**config.mk**
```make
export PLATFORM = sky130hd
export DESIGN_NAME = debug_dump_receiver
export DESIGN_NICKNAME = d
export VERILOG_FILES = /design/src/rtl/debug_dump_receiver.sv
export SDC_FILE = /design/constraint.sdc
export NUM_CORES = 2
export LEC_CHECK = 0
export ABC_AREA = 1
export ABC_CLOCK_PERIOD_IN_PS = 7900
export CAP_MARGIN = 40
export CORE_AREA = 2 2 477 479
export DETAILED_ROUTE_END_ITERATION = 6
export DIE_AREA = 0 0 479 481
export SYNTH_ARGS = -nofsm -noshare
export SYNTH_HDL_FRONTEND = slang
export SYNTH_SLANG_ARGS = --single-unit
```
**constraint.sdc**
```tcl
create_clock -name i_clk -period 7.9 [get_ports i_clk]
set_clock_uncertainty 0.2 [all_clocks]
set_input_delay 0.79 -clock i_clk [delete_from_list [all_inputs] [get_ports i_clk]]
set_output_delay 0.79 -clock i_clk [all_outputs]
set_load 0.03 [all_outputs]
```
**src/rtl/debug_dump_receiver.sv**
```systemverilog
// Receive-side engine for the MIPS debug dump stream: reassembles UART bytes into
// 32-bit words, stores them in a capture buffer and checks the frame XOR checksum.
module debug_dump_receiver #(
  parameter int          N_WORDS        = 66,
  parameter int          ADDR_W         = 7,
  parameter logic [7:0]  SYNC_BYTE      = 8'hA5,
  parameter int          TIMEOUT_CYCLES = 100000
) (
  input  logic              i_clk,
  input  logic              i_rst,
  input  logic [7:0]        i_rx_data,
  input  logic              i_rx_done,
  input  logic [ADDR_W-1:0] i_rd_addr,
  output logic [31:0]       o_rd_data,
  output logic              o_busy,
  output logic              o_frame_valid,
  output logic              o_frame_error,
  output logic [ADDR_W-1:0] o_word_count
);

  localparam logic [1:0] ST_IDLE  = 2'd0;
  localparam logic [1:0] ST_DATA  = 2'd1;
  localparam logic [1:0] ST_CHECK = 2'd2;

  localparam int              TW        = $clog2(TIMEOUT_CYCLES + 1);
  localparam logic [TW-1:0]   TO_LAST   = TW'(TIMEOUT_CYCLES - 1);
  localparam logic [ADDR_W-1:0] LAST_WORD = ADDR_W'(N_WORDS - 1);

  logic [1:0]        state;
  logic [1:0]        byte_idx;
  logic [ADDR_W-1:0] word_idx;
  logic [7:0]        csum;
  logic [23:0]       sr;
  logic [TW-1:0]     to_cnt;
  logic [31:0]       mem [0:N_WORDS-1];

  logic        wr_en;
  logic [31:0] wr_word;

  always_comb begin
    wr_en   = (state == ST_DATA) && i_rx_done && (byte_idx == 2'd3);
    wr_word = {sr, i_rx_data};
  end

  // Buffer has no reset; nonblocking write gives old-data on read/write collision.
  always_ff @(posedge i_clk) begin
    if (wr_en) mem[word_idx] <= wr_word;
  end

  always_ff @(posedge i_clk or negedge i_rst) begin
    if (!i_rst) begin
      state         <= ST_IDLE;
      byte_idx      <= '0;
      word_idx      <= '0;
      csum          <= '0;
      sr            <= '0;
      to_cnt        <= '0;
      o_rd_data     <= '0;
      o_busy        <= 1'b0;
      o_frame_valid <= 1'b0;
      o_frame_error <= 1'b0;
      o_word_count  <= '0;
    end else begin
      o_rd_data <= (32'(i_rd_addr) < N_WORDS) ? mem[i_rd_addr] : '0;

      case (state)
        ST_IDLE: begin
          to_cnt <= '0;
          if (i_rx_done && i_rx_data == SYNC_BYTE) begin
            state         <= ST_DATA;
            byte_idx      <= '0;
            word_idx      <= '0;
            csum          <= '0;
            o_word_count  <= '0;
            o_frame_valid <= 1'b0;
            o_frame_error <= 1'b0;
            o_busy        <= 1'b1;
          end
        end

        ST_DATA: begin
          if (i_rx_done) begin
            to_cnt   <= '0;
            sr       <= {sr[15:0], i_rx_data};
            csum     <= csum ^ i_rx_data;
            byte_idx <= byte_idx + 2'd1;
            if (byte_idx == 2'd3) begin
              word_idx     <= word_idx + 1'b1;
              o_word_count <= o_word_count + 1'b1;
              if (word_idx == LAST_WORD) state <= ST_CHECK;
            end
          end else if (to_cnt == TO_LAST) begin
            o_frame_error <= 1'b1;
            o_busy        <= 1'b0;
            state         <= ST_IDLE;
          end else begin
            to_cnt <= to_cnt + 1'b1;
          end
        end

        ST_CHECK: begin
          if (i_rx_done) begin
            to_cnt <= '0;
            if (i_rx_data == csum) o_frame_valid <= 1'b1;
            else                   o_frame_error <= 1'b1;
            o_busy <= 1'b0;
            state  <= ST_IDLE;
          end else if (to_cnt == TO_LAST) begin
            o_frame_error <= 1'b1;
            o_busy        <= 1'b0;
            state         <= ST_IDLE;
          end else begin
            to_cnt <= to_cnt + 1'b1;
          end
        end

        default: state <= ST_IDLE;
      endcase
    end
  end

endmodule

```
# After elaboration in Yosys (flattened, before gate mapping)
# Memories as Yosys holds them, arrays and structs flattened.
# Index checks and enable logic that the tools add are counted.
[word_totals]
ff_bits = 102
ramBits = 2112
output_inout_bits = 42
wordCells = 92
memories = 1
[memory_table]
columns = ["memory", "words", "width", "rd", "rd_clocked_by_memory_dff", "write_ports", "line_no", "source"]
rows = [
  ["mem", 66, 32, 1, 0, 1, "35", "logic [31:0] mem [0:N_WORDS-1];"],
]
[classes]
reduce_logical = 17
add_sub_neg = 4
n_lt_le_gt_ge = 1
eq_ne = 17
n_bitwise = 1
mux = 40
[op_table]
columns = ["op", "count"]
rows = [
  ["7-bit two-way mux", 5],
  ["17-bit two-way mux", 2],
  ["17-bit case mux with 2 select lines", 1],
  ["32-bit two-way mux", 1],
  ["7-bit case mux with 2 select lines", 2],
  ["17-bit by 1-bit adder with 17-bit output, second input constant", 1],
  ["17-bit equality test, second input constant", 1],
  ["2-bit two-way mux", 8],
  ["8-bit two-way mux", 2],
  ["8-bit case mux with 2 select lines", 1],
  ["7-bit by 1-bit adder with 7-bit output, second input constant", 2],
  ["1-bit two-way mux", 13],
  ["4-bit AND reduction", 3],
  ["2-bit inequality test, second input constant", 5],
  ["3-bit AND reduction", 3],
  ["8-bit equality test", 1],
  ["8-bit equality test, second input constant", 1],
  ["8-bit bitwise XOR", 1],
  ["7-bit equality test, second input constant", 1],
  ["7-bit less-than comparator, second input constant", 1],
  ["3-bit by 2-bit inequality test with 1-bit output, second input constant", 2],
  ["3-bit inequality test, second input constant", 2],
  ["1-bit case mux with 3 select lines", 2],
  ["2-bit case mux with 3 select lines", 1],
  ["other kinds (12)", 18],
]

# Logic depth before layout (Yosys ltp)
[depth]
word_depth = 5
mapped_depth = 16
ltp_nobuf = 13

# Worst setup path before layout
# Ideal clock, no wire load.
[synth_timing]
path_type = "input-to-reg"
from = "input port i_rx_done"
to = "memory mem[0][0] (enable)"
n_path_buf = 1
cell_stages = 5
setup_ns = 0.421
arrival_ns = 3.052
required_ns = 7.279
slack_ns = 4.227
cell_sequence = "buf_4 > nand2_1 > nor2_1 > nand4_1 > nor2_1"
[synth_between]
elab_chain_cells = 4
[synth_lines]
columns = ["item", "line_no", "source"]
rows = [
  ["start, declared", "12", "input logic i_rx_done,"],
  ["1-bit logical AND (2 in series)", "41", "wr_en = (state == ST_DATA) && i_rx_done && (byte_idx == 2'd3);"],
  ["1-bit two-way mux", "47", "if (wr_en) mem[word_idx] <= wr_word;"],
  ["1-bit two-way mux (not written as such)", "47", ""],
  ["end, declared", "35", ""],
]
# Every way passes these cells.

# Worst setup path after layout
[layout_timing]
from = "input port i_rd_addr[0]"
to = "register o_rd_data[8]"
[layout_between]
elab_chain_cells = 2
elab_cells_between_ends = 3
classes_between = "order compare: 1; mux: 1; memory: 1"
[layout_lines]
columns = ["item", "line_no", "source"]
rows = [
  ["start, declared", "13", "input logic [ADDR_W-1:0] i_rd_addr,"],
  ["memory 66 x 32 bit or 7-bit less-than comparator (tied branches)", "--", ""],
  ["32-bit two-way mux *", "64", "o_rd_data <= (32'(i_rd_addr) < N_WORDS) ? mem[i_rd_addr] : '0;"],
  ["end signal, assigned", "64", ""],
  ["end, declared", "14", "output logic [31:0] o_rd_data,"],
]
# Every way passes the cells marked *; elsewhere a longest branch is shown, timed or not.
# A chain may end at the register's enable or synchronous reset.

==> run metrics <==
clock latency on the worst-skew pair=860 ps; Sequential Area=66000 µm²; Worst Path Arrival=4910 ps; CTS Hold Bufs=1; gp weighted congestion=0.823; Die W=479 µm; FILL cells=20100; sequential fraction of the synthesis area=73.6%; Seq cells post-synth=2214; outcome=finished clean; wire per inst=24.9 µm; DR vias/cell=5.55; core area=226000 µm²; Worst VDD drop=207 µV; first-pass GRT wire length=384000 µm; worst path cell trace=buf_8 > inv_16 > buf_16 > buf_4 > buf_4 > nand2_1 > nand3_1 > nand3_1 > nand3_1 > nand3_1 > nand2_1 > nand3_1 > nand2_1; Synth area leaders=edfxtp_1 (71%), nand2_1 (8.5%), nand3_1 (7.3%), dfrtp_1 (2.8%), nor2_1 (2.7%); pwr dens=276 nW/µm²; cts bufs inserted=216; MaxCap Viol Count=0; gr usage total=22.6%; Final WS setup=3580 ps; Final min period=4320 ps; fraction of layout cells with a size suffix above 1=7.76%; achievable frequency=0.232 GHz; Hold Path Stages=3; number of global-route vias before repair=54400; CTS tree=yes; commonest non-fill, non-tap cell in the layout=edfxtp_1; number of detailed-route iterations in the first pass=6; Crit. End Element=flip-flop; post-synth top area share=70.8%; clock slew at reported path FFs=60 ps; overall die height=481 µm; most frequent cells in the layout=edfxtp_1 (2112), nand2_1 (2039), nand3_1 (1303); GR Overflow Total=0; Final Net Count=7466; Final HPWL DP=143000 µm; Worst-Margin Slew=1200 ps; CTS root buf=clkbuf_16; Worst path slowest cell=buf_4; row count=175; max-slew violation count=0; critical path peak fanout=216; Antenna Nets Post-Route=0; # port buffers=59; IO Pins=60; Crit path top cell by count=nand3_1; Crit path largest cell delay=780 ps; Clock Path Buffers=3; syn_nets=7483; area of the multi-input gates=21100 µm²; LEAKAGE=35.3 nW; Syn Area/Cell=12.0 µm²; DR vias=59100; dpl ws=2890 ps; # clock sinks=2214; Layout area overhead=12.8%; pin count of the biggest net entering global routing=217; CP required=8500 ps; Yosys warning count=0; cell taking the most area after synthesis=edfxtp_1; RSZ-0062 raised after global routing=false; cells after synthesis=7456; DRC violations left=0; # setup viols final=0; Hold Vio Cnt, Final=0; reg2reg path depth=9; drt first-iter violations=7702; Worst slew margin=19.7%; initial antenna violation count=18; crit start category=input port; DIE AREA=230000 µm²; PostCTS Resize Cnt=0; cell area after synthesis=89600 µm²; setup TNS=0 ps; Starting Density=39.7%; routed wire length=265000 µm; Final Cycle Share=54.6%; H-Tree Level Count=4; postcts setup bufs=0; post-synth cell types=37; Crit Path Class=input port to flip-flop; HP Class=input port to flip-flop
## cells by family (layout without fill, tap and decap cells)
kind of cell | count (synthesis) | after routing | share of synthesized area [%]
other cells | 0 | 5 | 0
flops | 2214 | 2214 | 73.6
mux | 1 | 1 | 0.0112
compound gates | 578 | 578 | 3.63
simple gates | 4052 | 4052 | 19.0
fa+ha+maj | 9 | 9 | 0.126
buf+inv | 579 | 751 | 3.37
xor+xnor | 23 | 23 | 0.225
## per-layer routing
layer  routed length, µm  track usage [%]  vias up
li1                    -                -    26300
met1              108000             31.6    29600
met2              124000             35.6     2760
met3               25100             4.20      406
met4                8780             7.56        4
met5                  33                0        -
## state kept, by name (all words and copies together), names as in the netlist
signal	count
o_busy	1
state	2
o_frame_valid	1
csum	8
o_rd_data	32
byte_idx	2
to_cnt	17
o_word_count	7
mem	2112
word_idx	7
sr	24
o_frame_error	1
## path summary, 6_finish.rpt
check                                end         start  slack [ps]
setup / recovery            o_rd_data[8]  i_rd_addr[0]        3580
hold / removal                     sr[6]  i_rx_data[6]         180
setup reg to reg              mem[64][8]      state[1]        4010
hold reg to reg            o_rd_data[26]   mem[65][26]         270
max in group asynchronous         sr[23]         i_rst        6050
min in group asynchronous      to_cnt[0]         i_rst         340
## per-stage QoR
step / utilization (%) / cells / total power [W] / instance area [µm²] / hold slack (ps)
floorplan: - / 7456 / 0.0161 / 89600 / 246
global placement: 41.2 / 10200 / 0.0177 / 93100 / 258
detailed placement: 41.7 / 10200 / 0.0179 / 94100 / 274
CTS: 44.7 / 10600 / 0.0280 / 101000 / 152
global route: 44.7 / 10600 / 0.0287 / 101000 / 163
finish: 44.7 / 10600 / 0.0279 / 101000 / 176
## critical path: cells and delay by family
kind / cells / cell delay, ps
buffers and inverters: 5 / 2270
and+or+nand+nor: 8 / 1340
## area by class of cell
| class | instances | area share (%) |
|---|---|---|
| flip-flops and latches | 2214 | 65.4 |
| multi-input cells | 4663 | 20.9 |
| clock buffers | 282 | 5.74 |
| well taps | 3009 | 3.73 |
| repair buffers | 227 | 2.65 |
| clock inverters | 125 | 1.12 |
| inverters | 117 | 0.477 |
| diodes | 5 | 0.0124 |
## cell usage after synthesis, drive strengths merged
cell type,instances
edfxtp,2112
nand2,2041
nand3,1303
nor2,637
buf,392
o21ai,384
o211ai,133
inv,112
dfrtp,102
clkbuf,70
a21oi,44
nand4,29
xor2,21
or2,20
o22ai,14
nor3,12
ha,9
nor4,8
clkinv,5
nand3b,2
xnor2,2
a31oi,1
mux2i,1
o21a,1
o31ai,1
## power breakdown
| group | total (W) | switching [W] | internal (W) |
|---|---|---|---|
| Clock | 0.0102 | 0.00447 | 0.00569 |
| Sequential | 0.0147 | 0.000618 | 0.0141 |
| Combinational | 0.00303 | 0.00239 | 0.000635 |
| Total | 0.0279 | 0.00748 | 0.0204 |
(Power assumes the default switching activity.)
